File: src/rtl/elevator_pkg.sv
// elevator_pkg: shared encodings and defaults for the elevator controller.
//   - running_state / door_state one-hot output codes
//   - scheduler FSM state encoding and travel-direction memory encoding
//   - default tick durations (10 Hz clock)
// The floor count comes from the `F_N define (default 4).
`ifndef F_N
`define F_N 4
`endif

package elevator_pkg;

    localparam int F_N_DEF = `F_N;

    localparam int CNT_W = 8;

    localparam int TRAVEL_TICKS_DEF    = 20;
    localparam int DOOR_MOVE_TICKS_DEF = 10;
    localparam int DOOR_HOLD_TICKS_DEF = 30;

    localparam logic [3:0] RUN_IDLE    = 4'b0001;
    localparam logic [3:0] RUN_UP      = 4'b0010;
    localparam logic [3:0] RUN_DOWN    = 4'b0100;
    localparam logic [3:0] RUN_STOPPED = 4'b1000;

    localparam logic [3:0] DOOR_OPENING_OH = 4'b0001;
    localparam logic [3:0] DOOR_OPEN_OH    = 4'b0010;
    localparam logic [3:0] DOOR_CLOSED_OH  = 4'b0100;
    localparam logic [3:0] DOOR_CLOSING_OH = 4'b1000;

    typedef enum logic [2:0] {
        ST_IDLE,
        ST_MOVE_UP,
        ST_MOVE_DOWN,
        ST_DOOR_OPENING,
        ST_DOOR_OPEN,
        ST_DOOR_CLOSING
    } state_t;

    typedef enum logic {
        DIR_UP   = 1'b0,
        DIR_DOWN = 1'b1
    } dir_t;

endpackage

File: src/rtl/call_finder.sv
// call_finder: combinational call locator relative to a floor.
// Ports:
//   floor_req, up_req, down_req  in  F_N  latched call vectors
//   floor                        in  8    reference floor index
//   any_here                     out 1    some call at 'floor'
//   above / below                out 1    some call strictly above / below 'floor'
// up_req[F_N-1] and down_req[0] do not correspond to real buttons and are ignored.
module call_finder
    import elevator_pkg::*;
#(
    parameter int F_N = F_N_DEF
) (
    input  logic [F_N-1:0] floor_req,
    input  logic [F_N-1:0] up_req,
    input  logic [F_N-1:0] down_req,
    input  logic [7:0]     floor,
    output logic           any_here,
    output logic           above,
    output logic           below
);

    localparam logic [F_N-1:0] UP_MASK   = {1'b0, {(F_N-1){1'b1}}};
    localparam logic [F_N-1:0] DOWN_MASK = {{(F_N-1){1'b1}}, 1'b0};

    logic [F_N-1:0] calls;

    always_comb begin
        calls    = floor_req | (up_req & UP_MASK) | (down_req & DOWN_MASK);
        any_here = 1'b0;
        above    = 1'b0;
        below    = 1'b0;
        for (int i = 0; i < F_N; i++) begin
            if (calls[i]) begin
                if (8'(i) == floor) any_here = 1'b1;
                if (8'(i) >  floor) above    = 1'b1;
                if (8'(i) <  floor) below    = 1'b1;
            end
        end
    end

endmodule

File: src/rtl/elevator_scheduler.sv
// elevator_scheduler: LOOK-algorithm motion and door sequencer for one car.
// Ports:
//   clk10hz        in   1    sole clock
//   rst            in   1    synchronous reset, active-high
//   floor_req      in   F_N  pending car calls
//   up_req         in   F_N  pending hall-up calls (top bit ignored)
//   down_req       in   F_N  pending hall-down calls (bit 0 ignored)
//   curr_floor     out  8    binary floor index
//   running_state  out  4    one-hot IDLE/UP/DOWN/STOPPED
//   door_state     out  4    one-hot OPENING/OPEN/CLOSED/CLOSING
//   clr_floor/up/down out F_N one-cycle clear pulses for served calls
// Build option: define DOOR_REOPEN_EN to let a call at the current floor
// abort a closing door and reopen it immediately.
`ifndef F_N
`define F_N 4
`endif

module elevator_scheduler
    import elevator_pkg::*;
#(
    parameter int F_N             = `F_N,
    parameter int TRAVEL_TICKS    = TRAVEL_TICKS_DEF,
    parameter int DOOR_MOVE_TICKS = DOOR_MOVE_TICKS_DEF,
    parameter int DOOR_HOLD_TICKS = DOOR_HOLD_TICKS_DEF
) (
    input  logic           clk10hz,
    input  logic           rst,
    input  logic [F_N-1:0] floor_req,
    input  logic [F_N-1:0] up_req,
    input  logic [F_N-1:0] down_req,
    output logic [7:0]     curr_floor,
    output logic [3:0]     running_state,
    output logic [3:0]     door_state,
    output logic [F_N-1:0] clr_floor,
    output logic [F_N-1:0] clr_up,
    output logic [F_N-1:0] clr_down
);

    localparam logic [CNT_W-1:0] TRAVEL_LD = CNT_W'(TRAVEL_TICKS - 1);
    localparam logic [CNT_W-1:0] MOVE_LD   = CNT_W'(DOOR_MOVE_TICKS - 1);
    localparam logic [CNT_W-1:0] HOLD_LD   = CNT_W'(DOOR_HOLD_TICKS - 1);
    localparam logic [7:0]       TOP_FLOOR = 8'(F_N - 1);

    state_t           state, state_nx;
    dir_t             dir_mem, dir_nx;
    logic [7:0]       floor_nx, next_floor;
    logic [CNT_W-1:0] cnt, cnt_nx;
    logic [F_N-1:0]   clr_floor_nx, clr_up_nx, clr_down_nx;

    logic here_any, here_above, here_below;
    logic nf_any, nf_above, nf_below;
    logic fr_cur, up_cur, fr_nf, up_nf, dn_nf;

    // Floor the car reaches when the current travel step completes.
    assign next_floor = (state == ST_MOVE_DOWN) ? curr_floor - 8'd1 : curr_floor + 8'd1;

    call_finder #(.F_N(F_N)) u_find_here (
        .floor_req (floor_req),
        .up_req    (up_req),
        .down_req  (down_req),
        .floor     (curr_floor),
        .any_here  (here_any),
        .above     (here_above),
        .below     (here_below)
    );

    call_finder #(.F_N(F_N)) u_find_next (
        .floor_req (floor_req),
        .up_req    (up_req),
        .down_req  (down_req),
        .floor     (next_floor),
        .any_here  (nf_any),
        .above     (nf_above),
        .below     (nf_below)
    );

    // Individual call bits at the current and the arriving floor.
    always_comb begin
        fr_cur = 1'b0;
        up_cur = 1'b0;
        fr_nf  = 1'b0;
        up_nf  = 1'b0;
        dn_nf  = 1'b0;
        for (int i = 0; i < F_N; i++) begin
            if (8'(i) == curr_floor) begin
                fr_cur = floor_req[i];
                up_cur = up_req[i] && (i != F_N - 1);
            end
            if (8'(i) == next_floor) begin
                fr_nf = floor_req[i];
                up_nf = up_req[i] && (i != F_N - 1);
                dn_nf = down_req[i] && (i != 0);
            end
        end
    end

    always_ff @(posedge clk10hz) begin
        if (rst) begin
            state      <= ST_IDLE;
            dir_mem    <= DIR_UP;
            curr_floor <= 8'd0;
            cnt        <= '0;
            clr_floor  <= '0;
            clr_up     <= '0;
            clr_down   <= '0;
        end else begin
            state      <= state_nx;
            dir_mem    <= dir_nx;
            curr_floor <= floor_nx;
            cnt        <= cnt_nx;
            clr_floor  <= clr_floor_nx;
            clr_up     <= clr_up_nx;
            clr_down   <= clr_down_nx;
        end
    end

    always_comb begin
        state_nx     = state;
        dir_nx       = dir_mem;
        floor_nx     = curr_floor;
        cnt_nx       = (cnt != '0) ? cnt - CNT_W'(1) : '0;
        clr_floor_nx = '0;
        clr_up_nx    = '0;
        clr_down_nx  = '0;

        case (state)
            ST_IDLE: begin
                if (here_any) begin
                    state_nx = ST_DOOR_OPENING;
                    cnt_nx   = MOVE_LD;
                    // Only an opposite hall call waits here and nothing lies ahead:
                    // turn around so that the door cycle actually clears it.
                    if (dir_mem == DIR_UP && !here_above && !fr_cur && !up_cur)
                        dir_nx = DIR_DOWN;
                    else if (dir_mem == DIR_DOWN && !here_below && !fr_cur && up_cur)
                        dir_nx = DIR_UP;
                end else if (dir_mem == DIR_UP) begin
                    if (here_above) begin
                        state_nx = ST_MOVE_UP;
                        cnt_nx   = TRAVEL_LD;
                    end else if (here_below) begin
                        state_nx = ST_MOVE_DOWN;
                        cnt_nx   = TRAVEL_LD;
                    end
                end else begin
                    if (here_below) begin
                        state_nx = ST_MOVE_DOWN;
                        cnt_nx   = TRAVEL_LD;
                    end else if (here_above) begin
                        state_nx = ST_MOVE_UP;
                        cnt_nx   = TRAVEL_LD;
                    end
                end
            end

            ST_MOVE_UP: begin
                if (cnt == '0) begin
                    floor_nx = next_floor;
                    dir_nx   = DIR_UP;
                    if (fr_nf || up_nf || !nf_above) begin
                        state_nx = ST_DOOR_OPENING;
                        cnt_nx   = MOVE_LD;
                        if (!nf_above && nf_any && !fr_nf && !up_nf)
                            dir_nx = DIR_DOWN;
                    end else begin
                        cnt_nx = TRAVEL_LD;
                    end
                    if (next_floor == TOP_FLOOR)
                        dir_nx = DIR_DOWN;
                end
            end

            ST_MOVE_DOWN: begin
                if (cnt == '0) begin
                    floor_nx = next_floor;
                    dir_nx   = DIR_DOWN;
                    if (fr_nf || dn_nf || !nf_below) begin
                        state_nx = ST_DOOR_OPENING;
                        cnt_nx   = MOVE_LD;
                        if (!nf_below && nf_any && !fr_nf && !dn_nf)
                            dir_nx = DIR_UP;
                    end else begin
                        cnt_nx = TRAVEL_LD;
                    end
                    if (next_floor == 8'd0)
                        dir_nx = DIR_UP;
                end
            end

            ST_DOOR_OPENING: begin
                if (cnt == '0) begin
                    state_nx = ST_DOOR_OPEN;
                    cnt_nx   = HOLD_LD;
                    for (int i = 0; i < F_N; i++) begin
                        if (8'(i) == curr_floor) begin
                            clr_floor_nx[i] = 1'b1;
                            if (dir_mem == DIR_UP) clr_up_nx[i]   = 1'b1;
                            else                   clr_down_nx[i] = 1'b1;
                            // Last stop of the trip: drop every call left here.
                            if (!here_above && !here_below) begin
                                clr_up_nx[i]   = clr_up_nx[i]   | (up_req[i] && (i != F_N - 1));
                                clr_down_nx[i] = clr_down_nx[i] | (down_req[i] && (i != 0));
                            end
                        end
                    end
                end
            end

            ST_DOOR_OPEN: begin
                if (cnt == '0) begin
                    state_nx = ST_DOOR_CLOSING;
                    cnt_nx   = MOVE_LD;
                end
            end

            ST_DOOR_CLOSING: begin
`ifdef DOOR_REOPEN_EN
                if (here_any) begin
                    state_nx = ST_DOOR_OPENING;
                    cnt_nx   = MOVE_LD;
                end else if (cnt == '0) begin
                    state_nx = ST_IDLE;
                end
`else
                if (cnt == '0)
                    state_nx = ST_IDLE;
`endif
            end

            default: begin
                state_nx = ST_IDLE;
                cnt_nx   = '0;
            end
        endcase
    end

    always_comb begin
        running_state = RUN_IDLE;
        door_state    = DOOR_CLOSED_OH;
        case (state)
            ST_MOVE_UP:      running_state = RUN_UP;
            ST_MOVE_DOWN:    running_state = RUN_DOWN;
            ST_DOOR_OPENING: begin
                running_state = RUN_STOPPED;
                door_state    = DOOR_OPENING_OH;
            end
            ST_DOOR_OPEN: begin
                running_state = RUN_STOPPED;
                door_state    = DOOR_OPEN_OH;
            end
            ST_DOOR_CLOSING: begin
                running_state = RUN_STOPPED;
                door_state    = DOOR_CLOSING_OH;
            end
            default: begin
                running_state = RUN_IDLE;
                door_state    = DOOR_CLOSED_OH;
            end
        endcase
    end

endmodule

File: config.mk
export PLATFORM = sky130hd
export DESIGN_NAME = elevator_scheduler
export DESIGN_NICKNAME = d
export VERILOG_FILES = /design/src/rtl/elevator_pkg.sv /design/src/rtl/call_finder.sv /design/src/rtl/elevator_scheduler.sv
export SDC_FILE = /design/constraint.sdc
export NUM_CORES = 1
export LEC_CHECK = 0
export CORE_MARGIN = 5
export CORE_UTILIZATION = 50
export CTS_BUF_LIST = sky130_fd_sc_hd__clkbuf_8
export DETAILED_ROUTE_END_ITERATION = 6
export GPL_ROUTABILITY_DRIVEN = 0
export MAX_ROUTING_LAYER = met4
export PLACE_DENSITY = 0.81
export RECOVER_POWER = 50
export SYNTH_ARGS = -nofsm -noshare
export SYNTH_HDL_FRONTEND = slang
export SYNTH_SLANG_ARGS = --single-unit
File: constraint.sdc
create_clock -name clk10hz -period 2.9 [get_ports clk10hz]
set_input_delay 0.58 -clock clk10hz [delete_from_list [all_inputs] [get_ports clk10hz]]
set_output_delay 0.58 -clock clk10hz [all_outputs]
set_load 0.03 [all_outputs]
# Word level (Yosys, flattened, before mapping)
# Index checks and enable logic that the tools add are counted.
dict set report word_totals {
  ff_bits 32
  wordCells 250
  inputBits 14
  out_inout_bits 28
}
dict set report classes {
  n_lt_le_gt_ge 16
  n_reduce_logical 42
  bitwise 15
  add_sub_neg 3
  muxes 139
  eq_ne 22
}
# cell n
set ops {}
lappend ops {{$mux W1} 107}
lappend ops {{$mux W8} 12}
lappend ops {{$pmux W8 S6} 1}
lappend ops {{$mux W3} 13}
lappend ops {{$eq A2 B8 Y1 const A} 4}
lappend ops {{$gt A1 B8 Y1 const A} 4}
lappend ops {{$gt A2 B8 Y1 const A} 4}
lappend ops {{$lt A1 B8 Y1 const A} 4}
lappend ops {{$lt A2 B8 Y1 const A} 4}
lappend ops {{$logic_not A8 Y1} 3}
lappend ops {{$pmux W4 S3} 2}
lappend ops {{$pmux W3 S6} 1}
lappend ops {{$eq A1 B8 Y1 const A} 2}
lappend ops {{$reduce_or A4 Y1} 4}
lappend ops {{$sub A8 B1 Y8 const B} 2}
lappend ops {{$logic_and A1 B1 Y1} 13}
lappend ops {{$ne A2 B2 Y1 const B} 6}
lappend ops {{$mux W5} 2}
lappend ops {{$logic_not A1 Y1} 9}
lappend ops {{$add A8 B1 Y8 const B} 1}
lappend ops {{$eq A8 B2 Y1 const B} 1}
lappend ops {{$reduce_and A8 Y1} 1}
lappend ops {{$reduce_bool A8 Y1} 1}
lappend ops {{$not A1 Y1} 7}
lappend ops {{17 further kinds} 29}

# Depth between registers and ports, before layout
# Gate-level depths: netlist of run 1.
dict set report logic_depth {
  word_depth 20
  mapped_depth 11
  ltp_nobuf 9
}

# By module
# Synthesis of run 1 repeated with hierarchy kept, for this count alone.
dict set report hier_totals {
  cells_unflattened 340
  area_unflattened_um2 2626.3
}
# module n_inst seq_area_each_um2 area_per_inst_um2 cells_each
set by_module_without_submodules {}
lappend by_module_without_submodules {elevator_scheduler 1 640.6 2285.9 292}
lappend by_module_without_submodules {call_finder 2 0.0 170.2 24}

# Worst setup path after synthesis of run 1
# OpenSTA, ideal clock, no wires.
dict set report synth_timing {
  path_type {register to register}
  from {reg curr_floor[0]}
  to {reg state[1]}
  path_slack_ps -37
  setup_ps 71
  t_arrival_ps 2866
  stages_incl_launch_ff 11
  period_less_slack_ps 2937
  required_time_ps 2829
  path_buffers 2
  cell_sequence {dfxtp_1 > clkbuf_1 > inv_1 > ha_1 > clkbuf_1 > xnor2_1 > o21ai_0 > o21ai_0 > nor4_2 > or4_1 > a21oi_1}
}
dict set report synth_via {
  elab_chain_cells 15
  word_cells_on_any_way 93
  cone_classes {add/sub: 2; order compare: 16; eq/ne: 9; mux: 57; reduce/logical: 9}
}
# element line_no
set synth_rtl {}
lappend synth_rtl {{from (decl)} elevator_scheduler.sv:31} ;# output logic [7:0] curr_floor,
lappend synth_rtl {{from (signal assigned)} elevator_scheduler.sv:109} ;# curr_floor <= floor_nx;
lappend synth_rtl {{$add A8 B1 Y8 or $sub A8 B1 Y8 (tied branches)} elevator_scheduler.sv:55} ;# assign next_floor = (state == ST_MOVE_DOWN) ? curr_floor - 8'd1 : curr_floor + 8'd1;
lappend synth_rtl {{$mux W8} elevator_scheduler.sv:55}
lappend synth_rtl {{$gt A1 B8 Y1 or $lt A1 B8 Y1 (tied branches)} {call_finder.sv:35, call_finder.sv:36}}
lappend synth_rtl {{$mux W1, on equally long branches} {call_finder.sv:35, call_finder.sv:36}}
lappend synth_rtl {{$mux W1} call_finder.sv:33} ;# if (calls[i]) begin
lappend synth_rtl {{$mux W1, on equally long branches} {call_finder.sv:35, call_finder.sv:36}}
lappend synth_rtl {{$mux W1} call_finder.sv:33}
lappend synth_rtl {{$mux W1, on equally long branches} {call_finder.sv:35, call_finder.sv:36}}
lappend synth_rtl {{$mux W1} call_finder.sv:33}
lappend synth_rtl {{$mux W1, on equally long branches} {call_finder.sv:35, call_finder.sv:36}}
lappend synth_rtl {{$mux W1} call_finder.sv:33}
lappend synth_rtl {{$logic_not A1 Y1, on equally long branches} {elevator_scheduler.sv:160, elevator_scheduler.sv:177}}
lappend synth_rtl {{$logic_or A1 B1 Y1, on equally long branches} {elevator_scheduler.sv:160, elevator_scheduler.sv:177}}
lappend synth_rtl {{$ne A2 B2 Y1 (no source line) or $ne A2 B1 Y1 (tied branches)} --}
lappend synth_rtl {{$reduce_and A8 Y1 (no source line)} --}
lappend synth_rtl {{to (signal assigned)} elevator_scheduler.sv:107} ;# state <= state_nx;
lappend synth_rtl {{to (decl)} elevator_scheduler.sv:44} ;# state_t state, state_nx;
# Parallel ways exist; a longest one is shown, timed or not.
# A chain may end at the register's enable or synchronous reset.

# Worst setup path after layout of run 1
dict set report layout_timing {
  from {reg curr_floor[0]}
  to {reg cnt[1]}
}
dict set report layout_via {
  elab_chain_cells 16
  word_cells_on_any_way 95
  cone_classes {add/sub: 2; order compare: 16; eq/ne: 6; mux: 63; reduce/logical: 8}
}
# element line_no
set layout_rtl {}
lappend layout_rtl {{$add A8 B1 Y8 or $sub A8 B1 Y8 (tied branches)} elevator_scheduler.sv:55}
lappend layout_rtl {{$mux W8} elevator_scheduler.sv:55}
lappend layout_rtl {{$lt A1 B8 Y1 or $gt A1 B8 Y1 (tied branches)} {call_finder.sv:36, call_finder.sv:35}}
lappend layout_rtl {{$mux W1, on equally long branches} {call_finder.sv:36, call_finder.sv:35}}
lappend layout_rtl {{$mux W1} call_finder.sv:33}
lappend layout_rtl {{$mux W1, on equally long branches} {call_finder.sv:36, call_finder.sv:35}}
lappend layout_rtl {{$mux W1} call_finder.sv:33}
lappend layout_rtl {{$mux W1, on equally long branches} {call_finder.sv:36, call_finder.sv:35}}
lappend layout_rtl {{$mux W1} call_finder.sv:33}
lappend layout_rtl {{$mux W1, on equally long branches} {call_finder.sv:36, call_finder.sv:35}}
lappend layout_rtl {{$mux W1} call_finder.sv:33}
lappend layout_rtl {{$logic_not A1 Y1, on equally long branches} {elevator_scheduler.sv:177, elevator_scheduler.sv:160}}
lappend layout_rtl {{$logic_or A1 B1 Y1, on equally long branches} {elevator_scheduler.sv:177, elevator_scheduler.sv:160}}
lappend layout_rtl {{$mux W5, on equally long branches} {elevator_scheduler.sv:177, elevator_scheduler.sv:160}}
lappend layout_rtl {{$mux W8, on equally long branches} {elevator_scheduler.sv:174, elevator_scheduler.sv:157}}
lappend layout_rtl {{$pmux W8 S6 *} elevator_scheduler.sv:126} ;# case (state)
lappend layout_rtl {{to (signal assigned)} elevator_scheduler.sv:110} ;# cnt <= cnt_nx;
lappend layout_rtl {{to (decl)} elevator_scheduler.sv:47} ;# logic [CNT_W-1:0] cnt, cnt_nx;
# Mark *: on every way between the ends. The rest lies on a longest branch, timed or not.

==> flow_metrics.py, run 1 <==
metrics = {
    "sta": {
        "timing_hold_violations_final": 0,
        "maxSlewViolCount": 0,
        "layout_min_cycle_time_ns": 2.76,
        "worst_slack_ns": 0.142,
        "tightestPinTransition_ns": 0.532,
        "setup_violation_total_in_the_final_timing_report": 0,
        "finClkSkew_ns": 0.0130,
        "grt_setup_unrepaired": "true",
        "clock.fmax_mhz": 363,
        "worst_slew_margin_rel": 0.644,
        "timing.final.crit_share": 0.951,
    },
    "synthesis": {
        "syn-instance-count": 346,
        "synth_enable_flop_cells": 0,
        "share_of_flip_flops_with_an_asynchronous_set_or_reset_after_synthesis": 0,
        "synth.yosys.seq_area_share": 0.247,
        "synth.cell_area_um2": 2590,
        "synth_top_area_frac": 0.247,
        "synth.ff_latch_count": 32,
        "post_synth_main_area_contributors": "sky130_fd_sc_hd__dfxtp_1 25%, sky130_fd_sc_hd__nand2_1 5.1%, sky130_fd_sc_hd__nor2_1 5.1%, sky130_fd_sc_hd__a21oi_1 4.8%, sky130_fd_sc_hd__o21ai_0 4.3%",
        "post_synth_top_area_cell": "sky130_fd_sc_hd__dfxtp_1",
        "synth-main-ff-cell": "sky130_fd_sc_hd__dfxtp_1",
        "synth.distinct_cells": 75,
        "yosysWarnings": 0,
        "syn_avg_cell_area_um2": 7.49,
        "synth.net_count": 366,
    },
    "setup_path": {
        "crit_slowest_cell": "sky130_fd_sc_hd__a2111o_1",
        "worst-path-max-fanout": 16,
        "timing.setup.critical_path_class": "reg -> reg",
        "critical_path.max_stage_delay_ns": 0.53,
        "rr_worst_depth": 8,
        "cp.arrival_ns": 2.91,
        "cp_cell_sequence": "buf_4, nor2_1, and4b_1, or3_1, a2111o_1, nor2_1, o22a_1, o211ai_1",
        "worst_setup_path_end_kind": "flip-flop",
        "path_common_cell": "sky130_fd_sc_hd__nor2_1",
        "required_ns": 3.06,
        "critPathLaunchType": "flip-flop",
    },
    "grt": {
        "antenna_found_initial": 0,
        "grt_first_pass_wirelength_mm": 12.7,
        "global_route.usage.total": 0.247,
        "grt_start_max_net_pins": 18,
        "remaining_overflow_grt": 0,
        "vias_in_the_first_global_route": 2735,
    },
    "placement": {
        "dpl.cell_count": 466,
        "dp_slack_ns": 0.0221,
        "dpl_cell_area_um2": 3220,
        "dp.final_hpwl_mm": 5.58,
        "port_buffers": 39,
    },
    "final_layout": {
        "synthToLayoutAreaGrowth_pct": 30.7,
        "post-route-cell-area_um2": 3380,
        "layout-drive-gt1-share": 0.158,
        "layout.filler_cells": 449,
        "core_utilization_of_the_finished_layout": 0.667,
        "final_nets": 424,
        "antenna-diode-count": 0,
        "fin_cells": 475,
    },
    "clocking": {
        "clk-insertion-delay-late_ns": 0.29,
        "clock_tree.htree_level_count": 2,
        "clk_path_buf_depth": 2,
        "clk_transition_reported_paths_ns": 0.08,
        "tritoncts.num_buffers": 5,
        "clock-root-buffer": "sky130_fd_sc_hd__clkbuf_8",
        "cts_tree": "yes",
        "clock_sink_count": 32,
    },
    "power_and_ir_drop": {
        "post-layout-total-power_mw": 4.10,
        "power.static_leakage_nw": 1.43,
        "peakVddDrop_mv": 0.720,
        "power_per_cell_area_nw_per_um2": 1210,
    },
    "drt": {
        "post-route-drc-count": 0,
        "via_density": 6.13,
        "route.detailed.wl_per_inst_um": 16.0,
        "post_route_ant_nets": 0,
        "finalWirelength_mm": 7.61,
        "vias": 2910,
        "first_iter_violations": 356,
        "detailed_routing_iterations_pass_1": 6,
    },
    "hold_path": {
        "hold_depth": 2,
        "hp-class": "reg -> reg",
    },
    "status": {
        "status": "finished clean",
    },
    "floorplan": {
        "io_pins": 42,
        "initial_core_util": 0.510,
        "fp.coreArea_um2": 5070,
        "dieHeight_um": 82.0,
        "floorplan.rows": 26,
        "area_enclosed_by_the_die_boundary_um2": 6720,
        "die-width_um": 82.0,
    },
    "flow_run": {
        "cap_violations": 0,
    },
}
## Yosys cell counts, types with 7 or more instances
cell type and count:
sky130_fd_sc_hd__nand3_1 7, sky130_fd_sc_hd__xnor2_1 12, sky130_fd_sc_hd__or3_1 12, sky130_fd_sc_hd__inv_1 22, sky130_fd_sc_hd__a21oi_1 25, sky130_fd_sc_hd__clkbuf_1 14, sky130_fd_sc_hd__dfxtp_1 32, sky130_fd_sc_hd__nor4_1 9
sky130_fd_sc_hd__nand2_1 35, sky130_fd_sc_hd__o21ai_0 22, sky130_fd_sc_hd__nor2_1 35
## power breakdown
group,switching (mW),internal [mW],total [mW],leakage [nW]
Sequential,0.0997,0.527,0.627,0.260
Combinational,1.71,1.29,3.00,1.11
Clock,0.168,0.303,0.471,0.0645
## layout make-up
class | count | area (um2) | share of cell area
multi-input cells | 271 | 1800 | 0.532
flip-flops and latches | 32 | 641 | 0.189
repair buffers | 71 | 631 | 0.186
inverters | 23 | 98.8 | 0.0292
clock buffers | 7 | 96.3 | 0.0285
well taps | 70 | 87.6 | 0.0259
clock inverters | 1 | 30.0 | 0.00887
## placed cells by master, fill, tap and decap left out, types with 4 or more instances in the layout
cell                               n
sky130_fd_sc_hd__nor2_1           35
sky130_fd_sc_hd__nand2_1          35
sky130_fd_sc_hd__dfxtp_1          32
sky130_fd_sc_hd__buf_4            32
sky130_fd_sc_hd__a21oi_1          25
sky130_fd_sc_hd__clkdlybuf4s50_1  24
sky130_fd_sc_hd__o21ai_0          22
sky130_fd_sc_hd__inv_1            21
sky130_fd_sc_hd__dlygate4sd3_1    15
sky130_fd_sc_hd__or3_1            12
sky130_fd_sc_hd__xnor2_1          10
sky130_fd_sc_hd__nand3_1           7
sky130_fd_sc_hd__nor4_1            7
sky130_fd_sc_hd__clkbuf_8          7
sky130_fd_sc_hd__and3_1            6
sky130_fd_sc_hd__a211oi_1          6
sky130_fd_sc_hd__nor3_1            6
sky130_fd_sc_hd__ha_1              6
sky130_fd_sc_hd__mux2i_1           5
sky130_fd_sc_hd__or2_2             4
sky130_fd_sc_hd__nand4_1           4
sky130_fd_sc_hd__o31ai_1           4
## metrics by stage
stage               hold WS, ns  setup TNS (ns)
finish                    0.529               0
global route              0.578         -0.0419
CTS                       0.536               0
detailed placement        0.510               0
global placement          0.508               0
floorplan                 0.485               0
## registers in the layout, indices dropped and copies added (netlist names)
| register | flops |
|---|---|
| clr_floor | 4 |
| dir_mem | 1 |
| curr_floor | 8 |
| state | 3 |
| clr_down | 4 |
| cnt | 8 |
| clr_up | 4 |
## final timing paths
kind	start	end	slack (ns)
max	curr_floor[0]	cnt[1]	0.14
min	cnt[5]	cnt[5]	0.53
max reg2reg	curr_floor[0]	cnt[1]	0.14
min reg2reg	cnt[5]	cnt[5]	0.53
## worst max-delay path, delay by kind of cell, from the launching register on
| family | cells | cell delay [ns] |
|---|---|---|
| and+or+nand+nor | 4 | 0.96 |
| AOI/OAI and AO/OA | 3 | 0.94 |
| DFF | 1 | 0.46 |
| buffers and inverters | 1 | 0.26 |
## per-layer routing
layer | track usage | wire (um)
met1 | 0.300 | 3150
met2 | 0.392 | 3610
met3 | 0.0548 | 635
met4 | 0.105 | 214
met5 | - | 0
## repair_timing
action,4_1_cts,5_1_grt
setup endpoints to repair,1,7
buffers inserted,1,0
gates resized for setup,0,5
pin swaps,0,0
hold buffers,0,0
## cells by family (layout without fill, tap and decap cells)
logic type,after synthesis,in the layout,share of synthesized area
simple gates,141,141,0.288
compound gates,102,102,0.275
buf+inv,43,102,0.0768
flops,32,32,0.247
xor+xnor,15,15,0.0507
mux,7,7,0.0324
fa+ha+maj,6,6,0.0290
(Power assumes the default switching activity.)
==> inputs of run 2 (changes only) <==
--- a/config.mk
+++ b/config.mk
@@ -5,6 +5,7 @@
 export SDC_FILE = /design/constraint.sdc
 export NUM_CORES = 1
 export LEC_CHECK = 0
+export CAP_MARGIN = 20
 export CORE_MARGIN = 5
 export CORE_UTILIZATION = 50
 export CTS_BUF_LIST = sky130_fd_sc_hd__clkbuf_8
==> results of run 2 <==
Same layout as run 1: the final DEF is identical, and so are final timing and power.
